[src/rtl/pedometer_pkg.sv]
// Shared pedometer definitions: node sample width, detector state encoding and
// default gait thresholds.
package pedometer_pkg;

  localparam int unsigned NodeW = 10;

  localparam logic [NodeW-1:0] DefThrHigh = 10'd600;
  localparam logic [NodeW-1:0] DefThrLow  = 10'd400;

  typedef enum logic [0:0] {
    StLow,
    StHigh
  } det_state_e;

endpackage

[src/rtl/sat_counter.sv]
// Width-parameterised saturating up-counter with synchronous clear and a sticky
// flag that sets on the increment that reaches all-ones.
module sat_counter #(
  parameter int unsigned Width = 16
) (
  input  logic             clk,
  input  logic             rst_n,
  input  logic             clr_i,
  input  logic             inc_i,
  output logic [Width-1:0] cnt_o,
  output logic             sat_o
);

  localparam logic [Width-1:0] CntMax   = {Width{1'b1}};
  localparam logic [Width-1:0] CntMaxM1 = {{(Width - 1){1'b1}}, 1'b0};

  logic [Width-1:0] cnt_d, cnt_q;
  logic             sat_d, sat_q;

  always_comb begin
    cnt_d = cnt_q;
    sat_d = sat_q;
    if (clr_i) begin
      cnt_d = '0;
      sat_d = 1'b0;
    end else if (inc_i) begin
      if (cnt_q != CntMax) begin
        cnt_d = cnt_q + 1'b1;
      end
      if (cnt_q == CntMaxM1) begin
        sat_d = 1'b1;
      end
    end
  end

  always_ff @(posedge clk or negedge rst_n) begin
    if (!rst_n) begin
      cnt_q <= '0;
      sat_q <= 1'b0;
    end else begin
      cnt_q <= cnt_d;
      sat_q <= sat_d;
    end
  end

  assign cnt_o = cnt_q;
  assign sat_o = sat_q;

endmodule

[src/rtl/node_step_detector.sv]
// Gait step detector: hysteresis comparator on the node sample stream with a
// minimum inter-step gap, saturating step count and registered pulses.
module node_step_detector
  import pedometer_pkg::*;
#(
  parameter int unsigned NODE_W  = NodeW,
  parameter int unsigned CNT_W   = 16,
  parameter int unsigned MIN_GAP = 8
) (
  input  logic              clk,
  input  logic              rst_n,
  input  logic [NODE_W-1:0] node_result,
  input  logic              node_valid,
  input  logic [NODE_W-1:0] thr_high,
  input  logic [NODE_W-1:0] thr_low,
  input  logic              clear,
  output logic [CNT_W-1:0]  step_count,
  output logic              step_pulse,
  output logic              reject_pulse,
  output logic              count_sat
);

  localparam int unsigned     GapW   = $clog2(MIN_GAP + 1);
  localparam logic [GapW-1:0] GapMax = GapW'(MIN_GAP);

  det_state_e      state_d, state_q;
  logic [GapW-1:0] gap_d, gap_q;
  logic            step_d, step_q;
  logic            rej_d, rej_q;

  logic [NODE_W-1:0] thr_lo_eff;
  logic [GapW-1:0]   gap_inc;
  logic              at_high;
  logic              below_low;

  // A low threshold above the high one collapses to a single threshold.
  assign thr_lo_eff = (thr_low < thr_high) ? thr_low : thr_high;
  assign gap_inc    = (gap_q == GapMax) ? gap_q : gap_q + 1'b1;
  assign at_high    = (node_result >= thr_high);
  assign below_low  = (node_result < thr_lo_eff);

  always_comb begin
    state_d = state_q;
    gap_d   = gap_q;
    step_d  = 1'b0;
    rej_d   = 1'b0;
    if (clear) begin
      state_d = StLow;
      gap_d   = GapMax;
    end else if (node_valid) begin
      gap_d = gap_inc;
      unique case (state_q)
        StLow: begin
          if (at_high) begin
            state_d = StHigh;
            if (gap_q == GapMax) begin
              step_d = 1'b1;
              gap_d  = '0;
            end else begin
              rej_d = 1'b1;
            end
          end
        end
        StHigh: begin
          if (below_low) begin
            state_d = StLow;
          end
        end
        default: state_d = StLow;
      endcase
    end
  end

  always_ff @(posedge clk or negedge rst_n) begin
    if (!rst_n) begin
      state_q <= StLow;
      gap_q   <= GapMax;
      step_q  <= 1'b0;
      rej_q   <= 1'b0;
    end else begin
      state_q <= state_d;
      gap_q   <= gap_d;
      step_q  <= step_d;
      rej_q   <= rej_d;
    end
  end

  sat_counter #(
    .Width(CNT_W)
  ) u_step_cnt (
    .clk  (clk),
    .rst_n(rst_n),
    .clr_i(clear),
    .inc_i(step_d),
    .cnt_o(step_count),
    .sat_o(count_sat)
  );

  assign step_pulse   = step_q;
  assign reject_pulse = rej_q;

endmodule

[config.mk]
export PLATFORM = sky130hd
export DESIGN_NAME = node_step_detector
export DESIGN_NICKNAME = d
export VERILOG_FILES = /design/src/rtl/pedometer_pkg.sv /design/src/rtl/sat_counter.sv /design/src/rtl/node_step_detector.sv
export SDC_FILE = /design/constraint.sdc
export NUM_CORES = 1
export LEC_CHECK = 0
export CORE_MARGIN = 2
export CORE_UTILIZATION = 54
export DETAILED_ROUTE_END_ITERATION = 6
export HOLD_SLACK_MARGIN = 0.02
export PLACE_DENSITY = 0.88
export SLEW_MARGIN = 20
export SYNTH_ARGS = -nofsm -noshare
export SYNTH_HDL_FRONTEND = slang
export SYNTH_SLANG_ARGS = --single-unit
[constraint.sdc]
create_clock -name clk -period 5.75 [get_ports clk]
set_clock_uncertainty 0.2 [all_clocks]
set_input_delay 0.575 -clock clk [delete_from_list [all_inputs] [get_ports clk]]
set_output_delay 0.575 -clock clk [all_outputs]
set_load 0.1 [all_outputs]
# Word-level counts from Yosys, hierarchy flattened
# Index checks and enable logic that the tools add are counted.
# word_totals
wordCells,49
reg_bits,24
# op_classes
n_bitwise,1
n_mux,28
add_sub_neg,2
reduce_logical,6
magnitude_cmp,3
n_eq_ne,3
# op_table
op,n
16-bit 2-to-1 mux,3
4-bit 2-to-1 mux,6
10-bit < comparator,2
1-bit 2-to-1 mux,17
16-bit by 1-bit adder with 16-bit output (second input constant),1
16-bit equality test (second input constant),1
16-bit != test (second input constant),1
10-bit greater-or-equal comparator,1
10-bit 2-to-1 mux,1
2-bit nonzero test,4
4-bit by 1-bit adder with 4-bit output (second input constant),1
4-bit equality test (second input constant),1
2-bit AND reduction,2
1-bit case mux with 2 select lines,1
1-bit inverter,1

# Longest topological paths before layout
# Gate-level depths: netlist of run 1.
# depth
ltp_word,8
ltp_mapped,15
ltp_nobuf,14

# Cells and area by module
# A second synthesis of run 1 with hierarchy kept.
# unflattened
hier_cells,227
area_unflattened_um2,2075.7
# by_module_without_submodules
mod,cells_each,area_per_inst_um2,instances
node_step_detector,127,1103.6,1
sat_counter,100,972.2,1

# Worst setup path after synthesis of run 1
# OpenSTA, ideal clock, no wires.
# synth_timing
path_type,in2reg
start,in thr_high[3]
end,reg state_q
cell_stages,15
required_ns,5.406
t_arrival_ns,2.996
setup_slack_ns,2.411
cell_sequence,inv_1 > ha_1 > a21o_1 > nand3_1 > a21oi_1 > or4_1 > buf_2 > mux2i_1 > ha_1 > a21oi_1 > nand2_1 > a211oi_1 > o2111ai_1 > nor2b_1 > a221oi_1
# synth_via
elab_chain_len,7
# synth_lines
item,line_no,source
start: declaration,node_step_detector.sv:14,"input logic [NODE_W-1:0] thr_high,"
10-bit < comparator,node_step_detector.sv:37,assign thr_lo_eff = (thr_low < thr_high) ? thr_low : thr_high;
10-bit 2-to-1 mux,node_step_detector.sv:37,
10-bit < comparator,node_step_detector.sv:40,assign below_low = (node_result < thr_lo_eff);
1-bit 2-to-1 mux,node_step_detector.sv:65,if (below_low) begin
1-bit case mux with 2 select lines (*),node_step_detector.sv:52,unique case (state_q)
1-bit 2-to-1 mux (*),node_step_detector.sv:50,end else if (node_valid) begin
1-bit 2-to-1 mux (*),node_step_detector.sv:47,if (clear) begin
end signal: assignment,node_step_detector.sv:76,state_q <= StLow;
end signal: assignment,node_step_detector.sv:81,state_q <= state_d;
end: declaration,node_step_detector.sv:26,"det_state_e state_d, state_q;"
# Mark *: on every way between the ends. The rest lies on a longest branch, timed or not. The select of a mux whose other input is x is not followed.
# A chain may end at the register's enable or synchronous reset.

# Final worst setup path of run 1
# Ends and elaborated chain as after synthesis.

==> flow_metrics.env, run 1 <==
export IMPL_outcome="finished, final reports clean"
export IMPL_synth_compound_area_share_pct=15.2
export IMPL_die_w_microns=66.3
export IMPL_synthMostInstantiatedCell="ha_1"
export IMPL_ys_top_cells_by_area="dfrtp_1 (27%), ha_1 (20%), a21oi_1 (5.7%)"
export IMPL_cts_hold_buffers=0
export IMPL_clkTransAtPathRegs_ns=0.09
export IMPL_synthAdderAreaFrac_pct=19.7
export IMPL_route_met2_wl_microns=2570
export IMPL_drt_initial_drc_count=35
export IMPL_yosysSeqAreaShare_pct=28.8
export IMPL_synth_simple_area_share_pct=22.5
export IMPL_route_detailed_drc=0
export IMPL_hold_class="in2async"
export IMPL_dp_hpwl_microns=3870
export IMPL_yosys_warnings=0
export IMPL_clk_path_buf_depth=2
export IMPL_synth_edf_count=0
export IMPL_start_util_pct=56.8
export IMPL_worstMarginPinSlew_ns=0.975
export IMPL_cp_buffers_inverters=2
export IMPL_cp_required_ns=5.65
export IMPL_ios=53
export IMPL_worst_path_stages=15
export IMPL_wl_met3_microns=176
export IMPL_crit_path_cell_trace="clkdlybuf4s50_1 -> inv_1 -> ha_1 -> a21o_1 -> nand3_1 -> a21oi_1 -> or4_1 -> mux2i_1 -> ha_1 -> a21oi_1 -> nand2_1 -> a211oi_1 -> o2111ai_1 -> nor2b_1 -> a221oi_1"
export IMPL_crit_slowest_cell="or4_1"
export IMPL_setup_viol=0
export IMPL_antenna_cells=0
export IMPL_syn2layout_area_growth_pct=29.0
export IMPL_cp_start_kind="primary input"
export IMPL_yosys_area_top_type="dfrtp_1"
export IMPL_rr_worst_depth=8
export IMPL_syn_avg_cell_area_sq_um=8.58
export IMPL_dp_cells=336
export IMPL_layout_drive_gt1_share_pct=4.45
export IMPL_ys_flop_type="dfrtp_1"
export IMPL_synth_seq_cells=24
export IMPL_endpoint_kind="flip-flop"
export IMPL_r2r_end="u_step_cnt.cnt_o[9]"
export IMPL_final_hold_violation_count=0
export IMPL_die_height_microns=66.3
export IMPL_grt_start_max_net_pins=27
export IMPL_cts_inserted_buffers=3
export IMPL_coreArea_sq_um=3690
export IMPL_clock_sinks=24
export IMPL_clk_latency_ns=0.27
export IMPL_numPortBuffers=52
export IMPL_worstReg2RegStart="gap_q[0]"
export IMPL_leakage_uw=0.00120
export IMPL_ir_drop_uv=124
export IMPL_cp_slowest_stage_delay_ns=0.82
export IMPL_top_layer_used="met4"
export IMPL_cts_resized=0
export IMPL_finalSetupTns_ns=0
export IMPL_tritoncts="done"
export IMPL_slew_limit_headroom_pct=34.8
export IMPL_postSynth_asyncResetShare_pct=100
export IMPL_grt_usage_pct=25.1
export IMPL_cap_viol_max_count=0
export IMPL_finalMaxSlewViolations=0
export IMPL_ant_nets=0
export IMPL_grt_pass1_vias=2032
export IMPL_synth_top_family_by_area="simple AND/OR/NAND/NOR gates"
export IMPL_cts_root_buffer="clkbuf_8"
export IMPL_synthCells=244
export IMPL_netlist_area_sq_um=2090
export IMPL_synth_top_area_share_pct=27.5
export IMPL_syn_nets=311
export IMPL_wl_per_cell_microns=14.8
export IMPL_rows=22
export IMPL_powerDensity_nw_per_um2=178
export IMPL_routed_via_density=5.87
export IMPL_synth_commonest_cells="ha_1 (33), a21oi_1 (24), dfrtp_1 (23)"
export IMPL_worstPathArrival_ns=3.90
export IMPL_crit_path_max_fanout=10
export IMPL_crit_type="in2reg"
export IMPL_grt_overflow=0
export IMPL_wl_met1_microns=2220
export IMPL_crit_family="simple AND/OR/NAND/NOR gates"
export IMPL_vias=1996
export IMPL_postCtsSetupBuffers=0
export IMPL_dieArea_sq_um=4390
export IMPL_rrSetupSlack_ns=3.17
export IMPL_post_route_period_util_pct=69.6
export IMPL_layout_cells_non_filler=340
export IMPL_place_congestion=0.803
export IMPL_wl_microns=5050
export IMPL_nets=360
export IMPL_fmax_ghz=0.250
export IMPL_grt_pass1_wl_microns=8710
export IMPL_synth_area_mux_share_pct=7.89
export IMPL_drtPass1Iterations=4
export IMPL_antenna_found_initial=0
export IMPL_rsz0062_at_grt="no"
export IMPL_synth_distinct_cells=34
export IMPL_min_period_ns=4.00
export IMPL_synthXorXnorAreaFrac_pct=0
export IMPL_h_tree_depth=1
[cell usage in the layout, fill, tap and decap left out, types with 2 or more instances in the layout]
cell and n:
clkdlybuf4s50_1 51, ha_1 33, a21oi_1 24, dfrtp_1 23, inv_1 21, nor2_1 20, nand4_1 13, mux2i_1 12
nand2_1 11, or3_1 10, nand3_1 9, o21ai_0 9, and3_1 5, o21ai_1 5, nor3_1 5, or4_1 5
nor2b_1 4, a211oi_1 3, mux2_4 3, o31ai_1 3, clkbuf_8 3, nand2b_1 2, a21o_1 2, a221oi_1 2
o21a_1 2, o2111ai_1 2
[cell type report]
| type | instances | area, sq um |
|---|---|---|
| Clock buffer | 3 | 41.3 |
| Clock inverter | 1 | 30.0 |
| Fill cell | 304 | 987 |
| Inverter | 21 | 78.8 |
| Multi-Input combinational cell | 190 | 1370 |
| Sequential cell | 24 | 602 |
| Tap cell | 48 | 60.1 |
| Timing Repair Buffer | 53 | 523 |
[state kept, by name, indices dropped and copies added (netlist names)]
name	flops
u_step_cnt.cnt_o	16
gap_q	4
reject_pulse	1
state_q	1
step_pulse	1
u_step_cnt.sat_o	1
[worst max-delay path by stage]
stage / from / end / slack [ns]
after floorplan: thr_high[3] / state_q / 2.41
after global placement: thr_high[3] / state_q / 1.61
after detailed placement: thr_high[3] / state_q / 1.51
after CTS: thr_high[3] / state_q / 1.78
after global routing: thr_high[7] / state_q / 1.54
final: thr_high[3] / state_q / 1.75
[per-layer routing]
metal / up-vias / global-route usage [%]
li1: 992 / -
met1: 941 / 30.3
met2: 54 / 46.1
met3: 9 / 2.90
met4: 0 / 7.91
met5: - / 0
[through the flow]
stage | hold slack [ns] | cell area, sq um | worst slack [ns] | power [uW] | util, %
floorplan | 0.0794 | 2090 | 2.41 | 283 | -
global placement | 0.291 | 2640 | 1.61 | 328 | 71.4
detailed placement | 0.301 | 2640 | 1.51 | 335 | 71.4
CTS | 0.323 | 2710 | 1.78 | 484 | 73.4
global route | 0.112 | 2700 | 1.54 | 510 | 73.2
finish | 0.0752 | 2700 | 1.75 | 481 | 73.2
[power by group]
part	leakage, uW	internal, uW	switching (uW)	total [uW]
Clock	0.0000357	93.1	55.0	148
Combinational	0.000832	67.3	88.2	156
Sequential	0.000330	174	3.96	178
Total	0.00120	334	147	481
[logic make-up (layout without fill, tap and decap cells)]
group,Yosys count,in the layout
flops,24,24
buf+inv,30,78
fa+ha+maj,33,33
mux,15,15
compound gates,54,54
simple gates,88,88
Power figures use the tool's default switching activity.
==> run 2, diff against run 1 <==
- CORE_UTILIZATION: 54 -> 50
- PLACE_DENSITY: 0.88 -> 0.82
- clock period: 5.75 -> 3.8 ns (I/O delays scaled with it)
==> flow_metrics.env, run 2 (same netlist as run 1, synthesis figures left out) <==
export IMPL_ant_nets=0
export IMPL_tritoncts="done"
export IMPL_antenna_found_initial=0
export IMPL_hold_class="reg2reg"
export IMPL_post_route_period_util_pct=95.5
export IMPL_grt_usage_pct=22.9
export IMPL_min_period_ns=3.63
export IMPL_cp_start_kind="primary input"
export IMPL_dp_hpwl_microns=3900
export IMPL_cts_root_buffer="clkbuf_8"
export IMPL_syn2layout_area_growth_pct=31.1
export IMPL_nets=364
export IMPL_outcome="finished, final reports clean"
export IMPL_clk_latency_ns=0.27
export IMPL_clock_sinks=24
export IMPL_antenna_cells=0
export IMPL_cap_viol_max_count=0
export IMPL_wl_per_cell_microns=14.8
export IMPL_numPortBuffers=52
export IMPL_dp_cells=341
export IMPL_final_hold_violation_count=0
export IMPL_seq_area_sq_um=602
export IMPL_crit_path_max_fanout=6
export IMPL_coreArea_sq_um=4030
export IMPL_die_height_microns=68.7
export IMPL_layout_cells_non_filler=346
export IMPL_wl_microns=5130
export IMPL_die_w_microns=68.7
export IMPL_layout_drive_gt1_share_pct=5.74
export IMPL_grt_pass1_vias=1908
export IMPL_place_congestion=0.834
export IMPL_largest_reg_flops=16
export IMPL_grt_overflow=0
export IMPL_mostFrequentLayoutCells="clkdlybuf4s50_1 (51), ha_1 (33), a21oi_1 (24)"
export IMPL_ir_drop_uv=210
export IMPL_worstPathArrival_ns=3.53
export IMPL_drt_initial_drc_count=78
export IMPL_route_detailed_drc=0
export IMPL_powerDensity_nw_per_um2=269
export IMPL_ios=53
export IMPL_layout_commonest_cell="clkdlybuf4s50_1"
export IMPL_finalMaxSlewViolations=0
export IMPL_cp_required_ns=3.70
export IMPL_whs_ns=0.308
export IMPL_rsz0062_at_grt="no"
export IMPL_grt_start_max_net_pins=27
export IMPL_power_total_uw=737
export IMPL_finalSetupTns_ns=0
export IMPL_clk_path_buf_depth=2
export IMPL_dieArea_sq_um=4720
export IMPL_routed_via_density=5.88
export IMPL_start_util_pct=52.0
export IMPL_leakage_uw=0.00122
export IMPL_postCtsSetupBuffers=0
export IMPL_multi_input_area_sq_um=1370
export IMPL_n_fill_cell=346
export IMPL_setup_viol=0
export IMPL_clkTransAtPathRegs_ns=0.09
export IMPL_drtPass1Iterations=4
export IMPL_slew_limit_headroom_pct=34.3
export IMPL_h_tree_depth=1
export IMPL_fin_util_pct=68.1
export IMPL_fmax_ghz=0.276
export IMPL_endpoint_kind="flip-flop"
export IMPL_worstMarginPinSlew_ns=0.983
export IMPL_cts_inserted_buffers=3
export IMPL_crit_type="in2reg"
export IMPL_vias=2036
export IMPL_rows=23
export IMPL_grt_pass1_wl_microns=8390
[run 2: worst max-delay path, stage by stage]
cell and delay [ns]:
clkdlybuf4s50_1 0.49, inv_1 0.07, ha_1 0.33, a21o_1 0.17
nand3_1 0.07, a21oi_1 0.06, or4_1 0.56, buf_6 0.17
mux2i_1 0.12, ha_1 0.31, a21oi_1 0.14, nand2_1 0.07
a211oi_1 0.23, o2111ai_1 0.13, nor2b_1 0.15, a221oi_1 0.08
[run 2: worst paths after layout]
kind | from | endpoint | slack (ns) | cells past startpoint
max | thr_high[3] | state_q | 0.17 | 16
min in group asynchronous | rst_n | u_step_cnt.cnt_o[3] | 0.41 | 2
min reg2reg | u_step_cnt.sat_o | u_step_cnt.sat_o | 0.31 | 1
max in group asynchronous | rst_n | gap_q[0] | 2.62 | 2
min | u_step_cnt.sat_o | u_step_cnt.sat_o | 0.31 | 1
max reg2reg | gap_q[0] | u_step_cnt.cnt_o[9] | 1.19 | 8
[run 2: timing repair]
action / CTS / global route
hold buffers: 0 / 1
setup endpoints to repair: 0 / 1
resized for setup: 0 / 2
endpoints found under the hold margin: 0 / 23
[run 2: metal layers]
layer  GRT usage, %  part of all wire [%]  routed length [microns]
met4           4.66                   1.1                       58
met1           30.9                    46                     2350
met2           39.2                    47                     2430
met5              0                     0                        0
met3           3.25                   5.6                      287
[run 2: area by class of cell]
type | instances | share of cell area (%)
multi-input cells | 190 | 50.0
well taps | 50 | 2.28
repair buffers | 57 | 20.4
inverters | 21 | 2.87
flip-flops and latches | 24 | 21.9
clock buffers | 3 | 1.50
clock inverters | 1 | 1.09
[run 2: metrics by stage]
step / area (sq um) / setup WS (ns)
4_1_cts: 2730 / 0.181
3_3_place_gp: 2660 / 0.0365
3_5_place_dp: 2660 / -0.0983
6_report: 2750 / 0.170
2_1_floorplan: 2090 / 0.656
5_1_grt: 2750 / 0.00187
[run 2: power breakdown]
group | switching, uW | internal, uW | total (uW)
Sequential | 5.95 | 263 | 269
Combinational | 134 | 107 | 240
Clock | 87.1 | 141 | 228
==> run 3, diff against run 2 <==
- clock period: 3.8 -> 4.08 ns (I/O delays scaled with it)
==> flow_metrics.env, run 3 (same netlist as run 1, synthesis figures left out) <==
export IMPL_crit_path_cell_trace="clkdlybuf4s50_1 -> inv_1 -> ha_1 -> a21o_1 -> nand3_1 -> a21oi_1 -> or4_1 -> buf_4 -> mux2i_1 -> ha_1 -> a21oi_1 -> nand2_1 -> a211oi_1 -> o2111ai_1 -> nor2b_1 -> a221oi_1"
export IMPL_cts_inserted_buffers=3
export IMPL_finalSetupTns_ns=0
export IMPL_clk_path_buf_depth=2
export IMPL_crit_type="in2reg"
export IMPL_ios=53
export IMPL_grt_usage_pct=23.0
export IMPL_largest_reg_flops=16
export IMPL_grt_start_max_net_pins=27
export IMPL_cap_viol_max_count=0
export IMPL_place_congestion=0.864
export IMPL_wl_per_cell_microns=14.4
export IMPL_drtPass1Iterations=4
export IMPL_layout_commonest_cell="clkdlybuf4s50_1"
export IMPL_endpoint_kind="flip-flop"
export IMPL_numPortBuffers=52
export IMPL_layout_drive_gt1_share_pct=5.41
export IMPL_cp_slowest_stage_delay_ns=0.52
export IMPL_syn2layout_area_growth_pct=29.9
export IMPL_fmax_ghz=0.276
export IMPL_route_detailed_drc=0
export IMPL_setup_viol=0
export IMPL_min_period_ns=3.62
export IMPL_layout_cells_non_filler=346
export IMPL_clkTransAtPathRegs_ns=0.08
export IMPL_crit_slowest_cell="or4_1"
export IMPL_mostFrequentLayoutCells="clkdlybuf4s50_1 (51), ha_1 (33), a21oi_1 (24)"
export IMPL_rows=23
export IMPL_cp_start_kind="primary input"
export IMPL_wl_microns=4980
export IMPL_crit_path_max_fanout=6
export IMPL_worstMarginPinSlew_ns=0.977
export IMPL_hold_class="reg2reg"
export IMPL_die_height_microns=68.7
export IMPL_routed_via_density=5.68
export IMPL_cts_root_buffer="clkbuf_8"
export IMPL_drt_initial_drc_count=118
export IMPL_dp_cells=341
export IMPL_die_w_microns=68.7
export IMPL_nets=364
export IMPL_finalMaxSlewViolations=0
export IMPL_cp_required_ns=3.98
export IMPL_start_util_pct=52.0
export IMPL_grt_overflow=0
export IMPL_antenna_found_initial=0
export IMPL_ir_drop_uv=182
export IMPL_clk_latency_ns=0.27
export IMPL_grt_pass1_wl_microns=8330
export IMPL_post_route_period_util_pct=88.8
export IMPL_h_tree_depth=1
export IMPL_worstPathArrival_ns=3.52
export IMPL_tritoncts="done"
export IMPL_slew_limit_headroom_pct=34.7
export IMPL_vias=1964
export IMPL_dieArea_sq_um=4720
export IMPL_ant_nets=0
export IMPL_clock_sinks=24
export IMPL_coreArea_sq_um=4030
export IMPL_dp_hpwl_microns=3840
export IMPL_outcome="finished, final reports clean"
export IMPL_antenna_cells=0
export IMPL_powerDensity_nw_per_um2=234
export IMPL_grt_pass1_vias=1899
export IMPL_final_hold_violation_count=0
export IMPL_leakage_uw=0.00121
export IMPL_cts_resized=0
export IMPL_rsz0062_at_grt="no"
==> run 3: what timing repair did <==
action,in CTS,in global routing
hold buffers,0,1
endpoints found under the hold margin,0,23
setup buffers,0,0
==> run 3: through the flow <==
stage	instance area (sq um)	utilization (%)	power [uW]	worst slack, ns	hold WS [ns]
final	2720	67.5	636	0.455	0.303
after global routing	2720	67.5	676	0.297	0.346
after CTS	2720	67.4	642	0.495	0.308
after detailed placement	2660	66.0	475	0.199	0.284
after global placement	2660	66.0	469	0.283	0.283
after floorplan	2090	-	399	0.908	-0.0876
==> run 3: layer usage <==
| metal | wire length (microns) | share of wire, % | global-route usage (%) | vias to the layer above |
|---|---|---|---|---|
| met5 | 0 | 0 | 0 | - |
| met4 | 68 | 1.4 | 7.35 | 0 |
| met3 | 186 | 3.7 | 2.27 | 7 |
| met2 | 2360 | 47 | 40.4 | 39 |
| met1 | 2370 | 48 | 29.6 | 923 |
| li1 | - | - | - | 995 |
==> run 3: critical path: cells and delay by family <==
family	cells	cell delay, ns
AO/OA/AOI/OAI	6	0.83
multiplexers	1	0.12
buffers and inverters	3	0.73
AND/OR/NAND/NOR	4	0.81
adder cells (fa/ha/maj)	2	0.63
==> run 3: worst paths after layout <==
path | from | to | slack (ns) | cells past startpoint
setup / recovery | thr_high[3] | state_q | 0.46 | 16
hold / removal | u_step_cnt.sat_o | u_step_cnt.sat_o | 0.30 | 1
setup reg to reg | gap_q[0] | u_step_cnt.cnt_o[9] | 1.48 | 8
hold reg to reg | u_step_cnt.sat_o | u_step_cnt.sat_o | 0.30 | 1
max in group asynchronous | rst_n | gap_q[3] | 2.85 | 2
min in group asynchronous | rst_n | u_step_cnt.cnt_o[5] | 0.45 | 2
==> run 3: power breakdown <==
group	total, uW	internal, uW	switching (uW)
combinational	222	98.7	123
sequential	250	245	5.65
clock	164	86.3	78.1
total	636	430	207
==> run 3: layout make-up <==
type / count / area (sq um)
inverter: 21 / 78.8
multi-input combinational: 190 / 1370
timing repair buffer: 57 / 556
sequential: 24 / 602
clock buffer: 4 / 55.1
fill: 331 / 1310
tap: 50 / 62.6
